## src/rtl/nibble_accumulator_pkg.sv

```systemverilog
// nibble_acc_pkg: opcodes, FSM states and constants shared by the nibble accumulator.
package nibble_acc_pkg;
    localparam int ACC_W = 4;
    localparam logic [ACC_W-1:0] SAT_POS = 4'b0111;
    localparam logic [ACC_W-1:0] SAT_NEG = 4'b1000;
    localparam logic [ACC_W-1:0] ONE = 4'b0001;
    typedef enum logic [1:0] {OP_CLR, OP_LOAD, OP_ADD, OP_SUB} op_e;
    typedef enum logic [1:0] {IDLE, EXEC, SUB2, RESP} state_e;
    function automatic logic [ACC_W-1:0] clamp(input logic neg);
        return neg ? SAT_NEG : SAT_POS;
    endfunction
endpackage

```

## src/rtl/nibble_accumulator_if.sv

```systemverilog
// nibble_acc_if: command/response handshake of the nibble accumulator.
interface nibble_acc_if;
    import nibble_acc_pkg::*;
    logic in_valid;
    logic in_ready;
    op_e in_op;
    logic [ACC_W-1:0] in_data;
    logic out_valid;
    logic out_ready;
    logic [ACC_W-1:0] out_acc;
    logic out_c;
    logic out_v;
    logic sticky_v;
    modport master (output in_valid, in_op, in_data, out_ready,
                    input in_ready, out_valid, out_acc, out_c, out_v, sticky_v);
    modport slave (input in_valid, in_op, in_data, out_ready,
                   output in_ready, out_valid, out_acc, out_c, out_v, sticky_v);
endinterface

```

## src/rtl/nibble_accumulator.sv

```systemverilog
// nibble_accumulator: 4-bit signed accumulator driving an external ripple adder.
// Define NIBBLE_ACC_SATURATE_EN to clamp overflowing ADD/SUB results.
module nibble_accumulator
    import nibble_acc_pkg::*;
(
    input  logic             clk,
    input  logic             rst_n,
    nibble_acc_if.slave      bus,
    output logic [ACC_W-1:0] adder_a,
    output logic [ACC_W-1:0] adder_b,
    input  logic [ACC_W-1:0] adder_s,
    input  logic             adder_cout,
    input  logic             adder_v
);
    state_e state_q, state_d;
    op_e op_q, op_d;
    logic [ACC_W-1:0] data_q, data_d, acc_q, acc_d, tmp_q, tmp_d, res_acc;
    logic c_q, c_d, v_q, v_d, sticky_q, sticky_d, c1_q, c1_d, sub_v, res_v;

    always_ff @(posedge clk or negedge rst_n) begin
        if (!rst_n) begin
            state_q <= IDLE;
            op_q <= OP_CLR;
            data_q <= '0;
            acc_q <= '0;
            tmp_q <= '0;
            c_q <= 1'b0;
            v_q <= 1'b0;
            sticky_q <= 1'b0;
            c1_q <= 1'b0;
        end else begin
            state_q <= state_d;
            op_q <= op_d;
            data_q <= data_d;
            acc_q <= acc_d;
            tmp_q <= tmp_d;
            c_q <= c_d;
            v_q <= v_d;
            sticky_q <= sticky_d;
            c1_q <= c1_d;
        end
    end

    always_comb begin
        state_d = state_q == IDLE ? (bus.in_valid ? EXEC : IDLE) :
                  state_q == EXEC ? (op_q == OP_SUB ? SUB2 : RESP) :
                  state_q == SUB2 ? RESP :
                  (bus.out_ready ? IDLE : RESP);
    end

    always_comb begin
        bus.in_ready = state_q == IDLE;
        bus.out_valid = state_q == RESP;
        bus.out_acc = acc_q;
        bus.out_c = c_q;
        bus.out_v = v_q;
        bus.sticky_v = sticky_q;
        adder_a = state_q == EXEC ? acc_q : state_q == SUB2 ? tmp_q : '0;
        adder_b = state_q == EXEC ? (op_q == OP_SUB ? ~data_q : data_q) :
                  state_q == SUB2 ? ONE : '0;
    end

    // SUB overflow is judged against the original operands, not the two adder passes
    assign sub_v = (acc_q[3] != data_q[3]) && (adder_s[3] != acc_q[3]);
    assign res_v = state_q == SUB2 ? sub_v : adder_v;
`ifdef NIBBLE_ACC_SATURATE_EN
    assign res_acc = res_v ? clamp(acc_q[3]) : adder_s;
`else
    assign res_acc = adder_s;
`endif

    always_comb begin
        op_d = op_q;
        data_d = data_q;
        acc_d = acc_q;
        tmp_d = tmp_q;
        c_d = c_q;
        v_d = v_q;
        sticky_d = sticky_q;
        c1_d = c1_q;
        if (state_q == IDLE && bus.in_valid) begin
            op_d = bus.in_op;
            data_d = bus.in_data;
        end
        if (state_q == EXEC) begin
            case (op_q)
                OP_CLR: begin
                    acc_d = '0;
                    c_d = 1'b0;
                    v_d = 1'b0;
                    sticky_d = 1'b0;
                end
                OP_LOAD: begin
                    acc_d = data_q;
                    c_d = 1'b0;
                    v_d = 1'b0;
                end
                OP_ADD: begin
                    acc_d = res_acc;
                    c_d = adder_cout;
                    v_d = res_v;
                    sticky_d = sticky_q | res_v;
                end
                OP_SUB: begin
                    tmp_d = adder_s;
                    c1_d = adder_cout;
                end
            endcase
        end
        if (state_q == SUB2) begin
            acc_d = res_acc;
            c_d = c1_q | adder_cout;
            v_d = res_v;
            sticky_d = sticky_q | res_v;
        end
    end
endmodule

```

## src/flat_wrapper.sv

```systemverilog
// flat-port wrapper written by rule: the top's interface ports become plain ports
module nibble_accumulator_flat import nibble_acc_pkg::*;
  (clk, rst_n, adder_a, adder_b, adder_s, adder_cout, adder_v, bus_in_valid, bus_in_op, bus_in_data, bus_out_ready, bus_in_ready, bus_out_valid, bus_out_acc, bus_out_c, bus_out_v, bus_sticky_v);
  nibble_acc_if bus_i ();
  input  logic clk;
  input  logic rst_n;
  output logic [ACC_W-1:0] adder_a;
  output logic [ACC_W-1:0] adder_b;
  input  logic [ACC_W-1:0] adder_s;
  input  logic adder_cout;
  input  logic adder_v;
  input wire logic [$bits(bus_i.in_valid)-1:0] bus_in_valid;
  input wire logic [$bits(bus_i.in_op)-1:0] bus_in_op;
  input wire logic [$bits(bus_i.in_data)-1:0] bus_in_data;
  input wire logic [$bits(bus_i.out_ready)-1:0] bus_out_ready;
  output wire logic [$bits(bus_i.in_ready)-1:0] bus_in_ready;
  output wire logic [$bits(bus_i.out_valid)-1:0] bus_out_valid;
  output wire logic [$bits(bus_i.out_acc)-1:0] bus_out_acc;
  output wire logic [$bits(bus_i.out_c)-1:0] bus_out_c;
  output wire logic [$bits(bus_i.out_v)-1:0] bus_out_v;
  output wire logic [$bits(bus_i.sticky_v)-1:0] bus_sticky_v;
  assign bus_i.in_valid = bus_in_valid;
  assign bus_i.in_op = bus_in_op;
  assign bus_i.in_data = bus_in_data;
  assign bus_i.out_ready = bus_out_ready;
  assign bus_in_ready = bus_i.in_ready;
  assign bus_out_valid = bus_i.out_valid;
  assign bus_out_acc = bus_i.out_acc;
  assign bus_out_c = bus_i.out_c;
  assign bus_out_v = bus_i.out_v;
  assign bus_sticky_v = bus_i.sticky_v;
  nibble_accumulator u_core (.clk(clk), .rst_n(rst_n), .bus(bus_i), .adder_a(adder_a), .adder_b(adder_b), .adder_s(adder_s), .adder_cout(adder_cout), .adder_v(adder_v));
endmodule
```

## config.mk

```make
export PLATFORM = sky130hd
export DESIGN_NAME = nibble_accumulator_flat
export DESIGN_NICKNAME = d
export VERILOG_FILES = /design/src/rtl/nibble_accumulator_pkg.sv /design/src/rtl/nibble_accumulator_if.sv /design/src/rtl/nibble_accumulator.sv /design/src/flat_wrapper.sv
export SDC_FILE = /design/constraint.sdc
export NUM_CORES = 1
export LEC_CHECK = 0
export ABC_AREA = 0
export CORE_MARGIN = 5
export CORE_UTILIZATION = 46
export DETAILED_ROUTE_END_ITERATION = 16
export GPL_TIMING_DRIVEN = 0
export PLACE_DENSITY = 0.78
export REMOVE_ABC_BUFFERS = 1
export SETUP_SLACK_MARGIN = 0.02
export SLEW_MARGIN = 0
export SYNTH_ARGS = -nofsm -noshare
export SYNTH_HDL_FRONTEND = slang
export SYNTH_SLANG_ARGS = --single-unit
```

## constraint.sdc

```tcl
create_clock -name clk -period 2.3 [get_ports clk]
set_clock_uncertainty 0.2 [all_clocks]
set_input_delay 0.46 -clock clk [delete_from_list [all_inputs] [get_ports clk]]
set_output_delay 0.46 -clock clk [all_outputs]
set_load 0.05 [all_outputs]
```

## After elaboration in Yosys (flattened, before gate mapping)

Cells that the tools add are included.

| storage, ports and cells | value |
|---|---|
| bits in registers | 20 |
| bits in latches | 0 |
| memory bits (writable) | 0 |
| ROM bits | 0 |
| input bits | 16 |
| output and inout bits | 17 |
| word-level logic and storage cells | 57 |
| memories kept | 0 |

| operators by class | value |
|---|---|
| add/subtract/negate cells | 0 |
| multipliers | 0 |
| divide/modulo/power cells | 0 |
| order comparisons | 0 |
| eq/ne operators | 8 |
| shift operators | 0 |
| multiplexer cells | 24 |
| bitwise gates (word level) | 3 |
| reductions and logical operators | 13 |

Operators by type and width:

| cell | count |
|---|---|
| 4-bit two-way mux | 6 |
| 4-bit one-hot mux with 3 select lines | 1 |
| 1-bit two-way mux | 10 |
| 2-bit equality test, second input constant | 4 |
| 2-bit two-way mux | 4 |
| 2-bit AND reduction | 4 |
| 1-bit one-hot mux with 2 select lines | 3 |
| 3-bit nonzero test | 2 |
| 2-bit by 1-bit equality test with 1-bit output, second input constant | 2 |
| 2-bit logical NOT | 2 |
| 4-bit NOT | 1 |
| 4-bit nonzero test | 1 |
| 1-bit logical AND | 2 |
| 1-bit inequality test | 2 |
| 1-bit OR | 2 |
| 2-bit nonzero test | 1 |
| 2-bit OR reduction | 1 |

## Longest topological paths before layout

| depth | value |
|---|---|
| word-level depth | 7 |
| gate-level depth with buffers | 6 |
| mapped depth without buffers | 5 |

## Worst setup path before layout

OpenSTA, ideal clock, no wires.

| timing path | value |
|---|---|
| path type | register to output |
| start | reg u_core.state_q[0] |
| end | out adder_a[0] |
| arrival | 1460 ps |
| setup slack | 180 ps |
| cell stages (with the launch flop) | 7 |
| cell sequence | dfrtp_1 -> inv_1 -> ha_1 -> buf_6 -> inv_1 -> nor2_4 -> a22o_1 |

| on the way | value |
|---|---|
| longest elaborated chain between the ends | 3 |
| elaborated cells on any way between the ends | 4 |

RTL lines:

| what | line | RTL |
|---|---|---|
| from (decl) | nibble_accumulator.sv:15 | `state_e state_q, state_d;` |
| from (signal assigned) | nibble_accumulator.sv:32 | `state_q <= state_d;` |
| 2-bit equality test | nibble_accumulator.sv:58 | `adder_a = state_q == EXEC ? acc_q : state_q == SUB2 ? tmp_q : '0;` |
| 4-bit two-way mux | nibble_accumulator.sv:58 |  |
| 4-bit two-way mux (*) | nibble_accumulator.sv:58 |  |
| to (decl) | flat_wrapper.sv:7 | `output logic [ACC_W-1:0] adder_a;` |

Every way passes the cells marked *; elsewhere a longest branch is shown, timed or not.

## Worst setup path in the final report

| timing path | value |
|---|---|
| start | reg u_core.acc_q[3] (netlist: u_core.bus.out_acc[3]) |
| end | out bus_out_acc[3] |

RTL lines:

| what | line | RTL |
|---|---|---|
| from (decl) | nibble_accumulator.sv:17 | `logic [ACC_W-1:0] data_q, data_d, acc_q, acc_d, tmp_q, tmp_d, res_acc;` |
| from (signal assigned) | nibble_accumulator.sv:25 | `acc_q <= '0;` |
| from (signal assigned) | nibble_accumulator.sv:35 | `acc_q <= acc_d;` |
| to (decl) | flat_wrapper.sv:18 | `output wire logic [$bits(bus_i.out_acc)-1:0] bus_out_acc;` |

No word-level cell between the ends.

==> metrics.md <==
| Metric | Value |
|---|---|
| Multi-input logic area | `~640 sq um` |
| Post-synth EDFFs | `0` |
| Grt met2 use | `approximately 26%` |
| Area leader, netlist | `dfrtp_1` |
| CTS Buf Count | `3` |
| Crit-path slowest cell | `clkdlybuf4s50_1` |
| Reg2reg setup slack | `360 ps` |
| Drc violations | `0` |
| GRT busiest layer | `met2` |
| Htree depth | `1` |
| Worst skew pair latency | `290 ps` |
| Clock tree buffer depth | `2` |
| Antenna diode count | `0` |
| Max_cap viols | `0` |
| Run status | `finished clean` |
| Antenna violations before repair | `0` |
| Seq cells post-synth | `20` |
| Largest net degree at the start of global routing | `21` |
| Core area | `between 2000 and 2500 sq um` |
| Post-Syn Instances | `between 100 and 150` |
| Ys async rst share | `100%` |
| CTS clk-pin slew, worst paths | `around 110 ps` |
| Die X | `between 50 and 60 microns` |
| Syn Area/Cell | `~11 sq um` |
| Critical path class | `flip-flop to output pin` |
| DR vias | `roughly 900` |
| Post-DRT Antenna Nets | `0` |
| WP data arrival | `between 1500 and 2000 ps` |
| GRT Resource Usage Total | `15.1%` |
| Met3 Use GR | `2.81%` |
| Crit Path Max Fanout | `5` |
| Yosys top cell area share | `approximately 44%` |
| M1 GR Usage | `a little under a fifth` |
| RSZ-0062 raised after global routing | `false` |
| Hold endpoint | `u_core.tmp_q[0]` |
| YS warnings | `0` |
| Full die area | `approximately 3600 sq um` |
| Wire length per cell | `~15 microns` |
| Worst slew pin tran | `~900 ps` |
| Routability cong. | `approximately 0.75` |
| Fin util | `between 60 and 70%` |
| Fmax | `about 0.45 GHz` |
| Critical Path Start Type | `flip-flop` |
| Count of cell types in the netlist | `30` |
| Fillers | `208` |
| Share of layout cells above drive strength 1 | `26.8%` |
| Ports | `33` |
| Max-slew violations | `0` |
| Final nets | `between 150 and 200` |
| Drt pass-1 iters | `4` |
| HPWL after DPL | `between 1.5 and 2 mm` |
| Reg2Reg Depth | `5` |
| Final setup vio count | `0` |
| CP delay by family, top | `buffers and inverters` |
| First-pass GRT wire length | `4.11 mm` |
| Worst Path Buf+Inv | `1` |
| Worst R2R End | `u_core.bus.out_acc[2]` |
| Area delta synth->final | `35.9%` |
| DR iter-0 viols | `37` |
| Remaining Overflow, GRT | `0` |
| Crit. End Element | `output pin` |
| Area contributors post-synth | `dfrtp_1 44%, mux2_2 11%, ha_1 9.8%` |
| Cell Area, Synth | `around 1100 sq um` |
| Row Count | `18` |
| Hold path start | `u_core.tmp_q[0]` |
| Number of I/O port buffers | `32` |
| Die H | `roughly 60 microns` |
| CTS tree | `done` |
| Top_reg_cell synth | `dfrtp_1` |
| Reg-to-Reg Start | `u_core.op_q[0]` |
| Vias per cell | `between 5 and 6` |
| Final hold violation count | `0` |
| Rel. slew slack | `between 30% and 40%` |
| Vias in the first global route | `slightly above 900` |
| CTS Hold Bufs | `0` |
| Worst endpoint required time | `about 1600 ps` |
| Register area | `between 500 and 600 sq um` |
| Final WL | `between 2 and 3 mm` |
| CP cell instances | `clkdlybuf4s50_1` |
| Clk root buf | `clkbuf_4` |
| Sequential fraction of the synthesis area | `a little over two fifths` |
| Tmin final | `about 2200 ps` |
| Number of clock sinks | `20` |
| Starting Density | `between 40% and 50%` |
| Post-synth top cells | `20 x dfrtp_1, 11 x mux2_2, 9 x ha_1` |
| Hold path cells | `1` |
| Count leader, synth | `dfrtp_1` |
| CP peak stage delay | `between 800 and 900 ps` |
| Fin crit share | `between 90 and 100%` |
| Hold/Removal Path Class | `flip-flop to flip-flop` |
[placed cells by master (no fill, tap or decap), types with 2 or more instances in the layout]
cell,netlist,routed
clkdlybuf4s50_1,0,22
ha_4,0,3
xor2_1,4,4
a21o_1,2,2
nor2_1,3,3
ha_1,9,6
dfrtp_2,0,3
a21oi_1,5,5
buf_4,1,4
o21ai_1,3,3
and3b_1,3,3
buf_2,1,2
dfrtp_1,20,17
and2_1,4,4
mux2_2,11,11
a22oi_1,3,3
o21ai_0,4,4
clkbuf_4,0,4
nand2_1,8,8
a22o_1,4,4
inv_1,5,4
buf_6,1,3
[worst register-to-register path, stage by stage, from the launching register on]
cell	delay [ps]
dfrtp_1	450
inv_1	120
ha_1	390
o31ai_4	440
nor2b_1	190
a21oi_1	50
[per-layer routing]
layer | vias up | part of all wire [%]
met5 | - | 0
met1 | 422 | 42
met2 | 39 | 49
met3 | 4 | 7.7
li1 | 434 | -
met4 | 0 | 1.1
[metrics by stage]
step	TNS, ps	std cells	instance area, sq um	hold slack, ps	setup WS (ps)
finish	0	168	1560	316	94.0
CTS	0	167	1540	321	31.3
global placement	-3490	162	1480	289	-540
detailed placement	-3610	162	1480	295	-543
floorplan	0	100	1130	-35.6	122
global route	0	168	1560	344	21.1
[sequential cells by signal, summed over array words and instances (netlist names)]
register	count
u_core.bus.out_acc	4
u_core.bus.out_c	1
u_core.bus.out_v	1
u_core.bus.sticky_v	1
u_core.c1_q	1
u_core.data_q	4
u_core.op_q	2
u_core.state_q	2
u_core.tmp_q	4
[cell type report]
| type | instances | share of cell area (%) |
|---|---|---|
| multi-input combinational | 75 | 41.2 |
| clock buffer | 4 | 2.32 |
| timing repair buffer | 34 | 20.6 |
| sequential | 20 | 32.3 |
| inverter | 5 | 1.20 |
| tap | 30 | 2.40 |
[logic make-up after synthesis]
group / Yosys count / share of synthesized area (%)
AOI/OAI and AO/OA: 27 / 16.8
muxes: 11 / 10.8
DFF: 20 / 43.5
buffers and inverters: 8 / 3.70
xor gates and xnor gates: 4 / 3.05
and+or+nand+nor: 24 / 12.4
adders and majority gates: 9 / 9.79
[worst max path at each step]
| stage | from | to | slack, ps | cells after the start |
|---|---|---|---|---|
| final | u_core.bus.out_acc[3] | bus_out_acc[3] | 90 | 1 |
| after global routing | u_core.state_q[0] | adder_a[3] | 20 | 6 |
| after CTS | u_core.state_q[1] | adder_a[3] | 30 | 5 |
| after detailed placement | u_core.state_q[0] | adder_a[3] | -540 | 6 |
| after global placement | u_core.state_q[0] | adder_a[2] | -540 | 6 |
| after floorplan | u_core.state_q[0] | adder_a[0] | 120 | 5 |
[what timing repair did]
| item | CTS | global route |
|---|---|---|
| buffers inserted | 1 | 1 |
| pin swaps | 0 | 1 |
| cloned | 0 | 0 |
| resized for setup | 56 | 7 |
| setup endpoints to repair | 10 | 7 |
Power is left out: the tool's default activity adds up to more than one toggle a clock period on the data nets, which glitch-free logic cannot reach.
